===== src/rtl/adder_sequencer.sv =====
// rtl/adder_sequencer.sv - multi-precision add sequencer rippling carry through one W-bit adder slice
// Optional feature macro: ADDER_SEQ_SUB_EN (adds 'sub' input, computes a - b)
module adder_sequencer #(
  parameter int W     = 16,
  parameter int WORDS = 4
) (
  input  logic               clk,
  input  logic               reset_n,
  input  logic               in_valid,
  output logic               in_ready,
  input  logic [W*WORDS-1:0] a,
  input  logic [W*WORDS-1:0] b,
  input  logic               c_in,
`ifdef ADDER_SEQ_SUB_EN
  input  logic               sub,
`endif
  output logic               out_valid,
  input  logic               out_ready,
  output logic [W*WORDS-1:0] sum,
  output logic               c_out,
  output logic               busy
);

  localparam int N    = W * WORDS;
  localparam int IDXW = (WORDS > 1) ? $clog2(WORDS) : 1;
  localparam logic [IDXW-1:0] LAST_IDX = IDXW'(WORDS - 1);

  typedef enum logic [1:0] {
    S_IDLE,
    S_ADD,
    S_DONE
  } state_t;

  state_t          state_q, state_d;
  logic [N-1:0]    a_q, a_d;
  logic [N-1:0]    b_q, b_d;
  logic [N-1:0]    sum_q, sum_d;
  logic            carry_q, carry_d;
  logic            c_out_q, c_out_d;
  logic [IDXW-1:0] idx_q, idx_d;

  logic [W:0]      limb_sum;
  logic            b_inv;
  logic            carry_init;

  // Subtraction is folded into the accept: B is stored inverted and the carry seeded with 1.
  always_comb begin
`ifdef ADDER_SEQ_SUB_EN
    b_inv = sub;
`else
    b_inv = 1'b0;
`endif
    carry_init = b_inv ? 1'b1 : c_in;
  end

  always_comb begin
    limb_sum = {1'b0, a_q[int'(idx_q)*W +: W]}
             + {1'b0, b_q[int'(idx_q)*W +: W]}
             + {{W{1'b0}}, carry_q};
  end

  always_comb begin
    state_d = state_q;
    a_d     = a_q;
    b_d     = b_q;
    sum_d   = sum_q;
    carry_d = carry_q;
    c_out_d = c_out_q;
    idx_d   = idx_q;

    case (state_q)
      S_IDLE: begin
        if (in_valid) begin
          a_d     = a;
          b_d     = b_inv ? ~b : b;
          carry_d = carry_init;
          idx_d   = '0;
          sum_d   = '0;
          c_out_d = 1'b0;
          state_d = S_ADD;
        end
      end
      S_ADD: begin
        sum_d[int'(idx_q)*W +: W] = limb_sum[W-1:0];
        carry_d = limb_sum[W];
        if (idx_q == LAST_IDX) begin
          c_out_d = limb_sum[W];
          idx_d   = '0;
          state_d = S_DONE;
        end else begin
          idx_d = idx_q + IDXW'(1);
        end
      end
      S_DONE: begin
        // The handshake edge only returns to IDLE; a new accept waits one cycle.
        if (out_ready) begin
          state_d = S_IDLE;
        end
      end
      default: begin
        state_d = S_IDLE;
      end
    endcase
  end

  always_ff @(posedge clk or negedge reset_n) begin
    if (!reset_n) begin
      state_q <= S_IDLE;
      a_q     <= '0;
      b_q     <= '0;
      sum_q   <= '0;
      carry_q <= 1'b0;
      c_out_q <= 1'b0;
      idx_q   <= '0;
    end else begin
      state_q <= state_d;
      a_q     <= a_d;
      b_q     <= b_d;
      sum_q   <= sum_d;
      carry_q <= carry_d;
      c_out_q <= c_out_d;
      idx_q   <= idx_d;
    end
  end

  assign in_ready  = (state_q == S_IDLE);
  assign out_valid = (state_q == S_DONE);
  assign busy      = (state_q == S_ADD);
  assign sum       = sum_q;
  assign c_out     = c_out_q;

endmodule


===== config.mk =====
export PLATFORM = sky130hd
export DESIGN_NAME = adder_sequencer
export DESIGN_NICKNAME = d
export VERILOG_FILES = /design/src/rtl/adder_sequencer.sv
export SDC_FILE = /design/constraint.sdc
export NUM_CORES = 1
export LEC_CHECK = 0
export ABC_CLOCK_PERIOD_IN_PS = 7300
export BUFFER_PORTS_ARGS = -buffer_cell sky130_fd_sc_hd__buf_2
export CORE_MARGIN = 5
export CORE_UTILIZATION = 40
export DETAILED_ROUTE_END_ITERATION = 16
export PLACE_DENSITY = 0.58
export SYNTH_ARGS = -nofsm -noshare
export SYNTH_HDL_FRONTEND = slang
export SYNTH_SLANG_ARGS = --single-unit

===== constraint.sdc =====
create_clock -name clk -period 7.3 [get_ports clk]
set_input_delay 0.365 -clock clk [delete_from_list [all_inputs] [get_ports clk]]
set_output_delay 0.365 -clock clk [all_outputs]
set_load 0.01 [all_outputs]

==> results of run 1 <==
[metal layers]
layer / GRT usage [%] / wire length (µm)
met4: 5.162 / 327
met2: 28.77 / 11110
met5: 0 / 0
met1: 28.03 / 11630
met3: 4.516 / 1281
[metrics by stage]
step	hold slack [ns]	utilization, %
global placement	0.4531	45.55
floorplan	0.06941	-
global route	0.05147	48.25
finish	-0.02373	48.25
detailed placement	0.4574	45.55
CTS	0.01751	48.25
[critical path, cell delays in order, from the launching register on]
cell and delay (ns):
dfrtp_2 0.34, buf_4 0.60, mux4_2 0.61, fa_1 0.46, a211oi_1 0.39, o21ai_2 0.15
a31oi_1 0.39, o21bai_1 0.15, xor2_1 0.38, a22o_1 0.22
[layout by cell type (no fill, tap or decap), drive strengths merged, types with 9 or more instances in the layout]
cell type,count
a21oi,9
buf,205
clkbuf,23
a22o,61
ha,19
inv,17
nand2,401
mux4,32
o21ai,12
a21o,11
dfrtp,198
nor2,9
[power by group]
group	switching (mW)	internal [mW]	leakage, nW	total, mW
combinational	1.88	1.20	2.96	3.08
clock	0.413	0.561	0.292	0.974
sequential	0.295	1.56	2.55	1.85
total	2.59	3.32	5.80	5.91
[sequential cells by signal, indices dropped and copies added (netlist names)]
| signal | cells |
|---|---|
| a_q | 64 |
| idx_q | 2 |
| carry_q | 1 |
| sum | 64 |
| c_out | 1 |
| b_q | 64 |
| state_q | 2 |
[logic make-up after synthesis]
family,share of synthesized area [%]
xor+xnor,1.246
simple gates,19.10
compound gates,10.41
mux,7.971
buf+inv,3.404
fa+ha+maj,3.072
flops,54.80
[area by class of cell]
type	count	area [µm²]	share of cell area, %
clock buffer	22	464.2	4.289
clock inverter	9	141.4	1.306
inverter	14	52.55	0.4855
multi-input combinational	618	3797	35.08
sequential	198	4957	45.80
tap	285	356.6	3.294
timing repair buffer	206	1055	9.745
[final timing paths]
path | start | endpoint | slack, ns | cells after the start
setup / recovery | idx_q[0] | sum[15] | 3.54 | 9
hold / removal | reset_n | sum[48] | -0.02 | 1
setup reg to reg | idx_q[0] | sum[15] | 3.54 | 9
hold reg to reg | a_q[57] | a_q[57] | 0.47 | 2
max in group asynchronous | reset_n | idx_q[0] | 6.05 | 2
min in group clk | b[3] | b_q[3] | 0.11 | 3
==> impl_metrics.json, run 1 <==
{
  "fp-row-count": 55,
  "cts_buffers": 17,
  "status": "finished with violations",
  "max-clock-path-buffers": 2,
  "tns_ns": 0,
  "clock_latency_ns": 0.44,
  "die_x_um": 160.3,
  "arrival_ns": 4.14,
  "core_um2": 22430,
  "diodes": 0,
  "yosys.area.top_type": "dfrtp_1",
  "fillers": 2119,
  "cts-root-buf": "clkbuf_16",
  "grt_pass1_vias": 6888,
  "antenna_found_initial": 0,
  "start_util_pct": 40.30,
  "ys_types": 50,
  "p_total_mw": 5.909,
  "grt_first_pass_wirelength_mm": 38.54,
  "synth_ff_type": "dfrtp_1",
  "chipHeight_um": 160.3,
  "dp_slack_ns": 3.522,
  "synth_area_um2": 9041,
  "clkTransAtPathRegs_ns": 0.07,
  "hold_buffers": 0,
  "drc": 0,
  "place_area_um2": 10220,
  "yosys-top-cells-count": "401 x nand2_1, 198 x dfrtp_1, 61 x a22o_1",
  "syn_nets": 1036,
  "netlist_top_cells_area": "dfrtp_1 55%, nand2_1 17%, mux4_2 8.0%",
  "violations": "negative hold slack",
  "wire_per_inst_um": 18.01,
  "setup_viol": 0,
  "drtAntennaViolNets": 0,
  "worst-setup-path-type": "register to register",
  "synth_most_common_cell": "nand2_1",
  "synth_top_area_share_pct": 54.80,
  "synth-edff-count": 0,
  "drtPass1Iterations": 5,
  "cts.repair.resized": 0,
  "worstMarginPinSlew_ns": 1.187,
  "drt-initial-drc-count": 473,
  "cts_tree": "built",
  "relSlewSlack_pct": 20.85,
  "final.setup_skew_ns": 0.02057,
  "stdcell_area_um2": 10820,
  "synth-async-reset-ratio_pct": 100.0,
  "power.density_nw_per_um2": 545.9,
  "start_kind": "register",
  "crit_path_max_fanout": 39,
  "final_cells": 1352,
  "die_area_um2": 25710,
  "max_freq_mhz": 266.0,
  "critPathCaptureType": "register",
  "hold_violations": 23,
  "synth_area_per_cell_um2": 10.25,
  "seq_area_frac_synth_pct": 54.80,
  "slew_violations": 0,
  "yosysWarnings": 0,
  "port_buffers": 200,
  "leakagePower_nw": 5.795,
  "drv_cap": 0,
  "syn_inst": 882,
  "drive_above_1_share_pct": 26.71,
  "nets": 1209,
  "min-delay-path-class": "input port to async pin",
  "dp_cells": 1321,
  "routed_via_density": 5.079,
  "clock-sinks": 198,
  "grt_max_degree": 127,
  "dp_hpwl_mm": 17.21,
  "cts-htree-levels": 4,
  "globalplace.congestion": 0.8791,
  "period_minus_slack_ns": 3.759,
  "detail_route.wirelength_mm": 24.34,
  "vias": 6867,
  "ys_seq_elements": 198,
  "required_ns": 7.68,
  "rsz0062_at_grt": "false",
  "post_cts_buffers": 0,
  "num_io_pins": 201,
  "setup_ws_ns": 3.541,
  "worst_ir_drop_vdd_v": 0.0002465,
  "syn2layout_area_growth_pct": 19.72,
  "post-route-period-util_pct": 51.49,
  "gr-total-overflow": 0,
  "holdWs_ns": -0.02373,
  "track_usage_pct": 19.12
}
Power figures use the tool's default switching activity.
==> inputs of run 2 (changes only) <==
--- a/config.mk
+++ b/config.mk
@@ -5,12 +5,12 @@
 export SDC_FILE = /design/constraint.sdc
 export NUM_CORES = 1
 export LEC_CHECK = 0
-export ABC_CLOCK_PERIOD_IN_PS = 7300
+export ABC_CLOCK_PERIOD_IN_PS = 3200
 export BUFFER_PORTS_ARGS = -buffer_cell sky130_fd_sc_hd__buf_2
 export CORE_MARGIN = 5
 export CORE_UTILIZATION = 40
 export DETAILED_ROUTE_END_ITERATION = 16
-export PLACE_DENSITY = 0.58
+export PLACE_DENSITY = 0.6
 export SYNTH_ARGS = -nofsm -noshare
 export SYNTH_HDL_FRONTEND = slang
 export SYNTH_SLANG_ARGS = --single-unit
==> constraint.sdc (replaced) <==
create_clock -name clk -period 3.2 [get_ports clk]
set_input_delay 0.16 -clock clk [delete_from_list [all_inputs] [get_ports clk]]
set_output_delay 0.16 -clock clk [all_outputs]
set_load 0.01 [all_outputs]
==> run 2 against run 1 <==
  * The run now ends clean
  * Critical endpoint is now sum[26]
  * Critical path type unchanged
  * Count of clock-buffer cells in the layout down 3
  * Sequential power up 130%
  * Critical path depth unchanged
  * Clock skew down 0.011 ns
  * Global-route usage up 2.6 points
  * Maximum frequency up 23%
==> impl_metrics.json, run 2 (same netlist as run 1, synthesis figures left out) <==
{
  "final_common_cell": "nand2_1",
  "vias": 7608,
  "routed_via_density": 5.052,
  "cts_tree": "built",
  "reg2regPathDepth": 9,
  "clkTransAtPathRegs_ns": 0.07,
  "status": "finished, final reports clean",
  "worstMarginPinSlew_ns": 0.8050,
  "drtAntennaViolNets": 0,
  "grt_pass1_vias": 7904,
  "arrival_ns": 3.42,
  "min-delay-path-class": "input port to register",
  "leakagePower_nw": 6.465,
  "hold_violations": 0,
  "worstReg2RegEnd": "sum[26]",
  "rsz0062_at_grt": "true",
  "track_usage_pct": 21.71,
  "critPathCaptureType": "register",
  "final.setup_skew_ns": 0.009734,
  "diodes": 0,
  "cts-htree-levels": 4,
  "gr-total-overflow": 0,
  "drt-initial-drc-count": 449,
  "worst_ir_drop_vdd_v": 0.0006058,
  "slew_violations": 0,
  "fp-row-count": 55,
  "min_from": "in_valid",
  "max-clock-path-buffers": 2,
  "cts-root-buf": "clkbuf_16",
  "hold-path-endpoint": "carry_q",
  "syn2layout_area_growth_pct": 36.62,
  "tns_ns": 0,
  "detail_route.wirelength_mm": 27.17,
  "drv_cap": 0,
  "wl_met2_mm": 13.30,
  "top_layer_used": "met4",
  "fillers": 1973,
  "nets": 1362,
  "clock-sinks": 198,
  "cts_buffers": 17,
  "drc": 0,
  "globalplace.congestion": 0.8817,
  "drive_above_1_share_pct": 26.13,
  "core_um2": 22430,
  "mostFrequentLayoutCells": "400 x nand2_1, 199 x buf_2, 196 x dfrtp_1",
  "start_util_pct": 40.30,
  "max_freq_mhz": 328.2,
  "antenna_found_initial": 0,
  "power.density_nw_per_um2": 1156,
  "setup_viol": 0,
  "period_minus_slack_ns": 3.047,
  "grt_max_degree": 131,
  "die_x_um": 160.3,
  "route.met3.wl_mm": 1.368,
  "utilization_pct": 55.06,
  "port_buffers": 200,
  "post-route-period-util_pct": 95.21,
  "die_area_um2": 25710,
  "clock_latency_ns": 0.43,
  "wirelength_met1_mm": 11.82,
  "worst-setup-path-type": "register to register",
  "chipHeight_um": 160.3,
  "r2r_start": "idx_q[0]",
  "required_ns": 3.57,
  "num_io_pins": 201,
  "hold_path_depth": 5,
  "dp_hpwl_mm": 18.72,
  "relSlewSlack_pct": 46.33,
  "drtPass1Iterations": 5,
  "wire_per_inst_um": 18.04,
  "grt_first_pass_wirelength_mm": 43.86,
  "post_cts_buffers": 0,
  "r2r_slack_ns": 0.15,
  "crit_path_max_fanout": 19,
  "start_kind": "register"
}
==> run 2: routing by layer <==
layer	GRT usage (%)	up-vias
met5	0	-
met4	6.922	0
met3	4.285	48
met2	35.97	232
met1	29.03	3716
li1	-	3612
==> run 2: stage by stage <==
stage / cell area [µm²] / hold slack (ns) / total power [mW] / setup WS, ns / instances
floorplan: 9050 / -0.1356 / 9.279 / 0.01764 / 882
global placement: 10410 / 0.2823 / 11.74 / 0.1200 / 1343
detailed placement: 10410 / 0.2914 / 11.80 / 0.08900 / 1343
CTS: 12290 / 0.2037 / 14.05 / 0.05525 / 1506
global route: 12350 / 0.2535 / 15.34 / -0.04103 / 1506
finish: 12350 / 0.2190 / 14.28 / 0.1533 / 1506
==> run 2: repair_timing <==
item | 4_1_cts | 5_1_grt
hold endpoints to repair | 220 | 0
gates resized for setup | 0 | 12
hold buffers | 131 | 0
endpoints found under the setup margin | 0 | 26
==> run 2: worst max-delay path, stage by stage, from the launching register on <==
cell      delay (ns)
dfrtp_2         0.44
buf_12          0.22
mux4_2          0.56
ha_1            0.37
nor2b_1         0.22
o211ai_1        0.17
a21boi_1        0.27
o311ai_2        0.14
a221oi_4        0.41
a22o_1          0.20
==> run 2: cell type report <==
class                           count  area, µm²  share of cell area, %
Clock buffer                       19      442.9                  3.586
Clock inverter                     13      120.1                 0.9724
Inverter                           14      52.55                 0.4254
Multi-Input combinational cell    618       3854                  31.20
Sequential cell                   198       4957                  40.13
Tap cell                          285      356.6                  2.887
Timing Repair Buffer              359       2569                  20.80
==> run 2: how the worst max path moves through the flow <==
stage | startpoint | endpoint | depth (start not counted)
CTS | idx_q[0] | sum[27] | 10
floorplan | idx_q[0] | sum[12] | 12
global placement | idx_q[0] | sum[13] | 9
detailed placement | idx_q[0] | sum[11] | 10
finish | idx_q[0] | sum[26] | 9
global route | idx_q[0] | sum[26] | 9
==> run 2: power by group <==
part	switching, mW	total (mW)	leakage [nW]	internal [mW]
clock	0.981	2.09	0.276	1.11
sequential	0.674	4.23	2.55	3.55
combinational	4.62	7.96	3.64	3.34
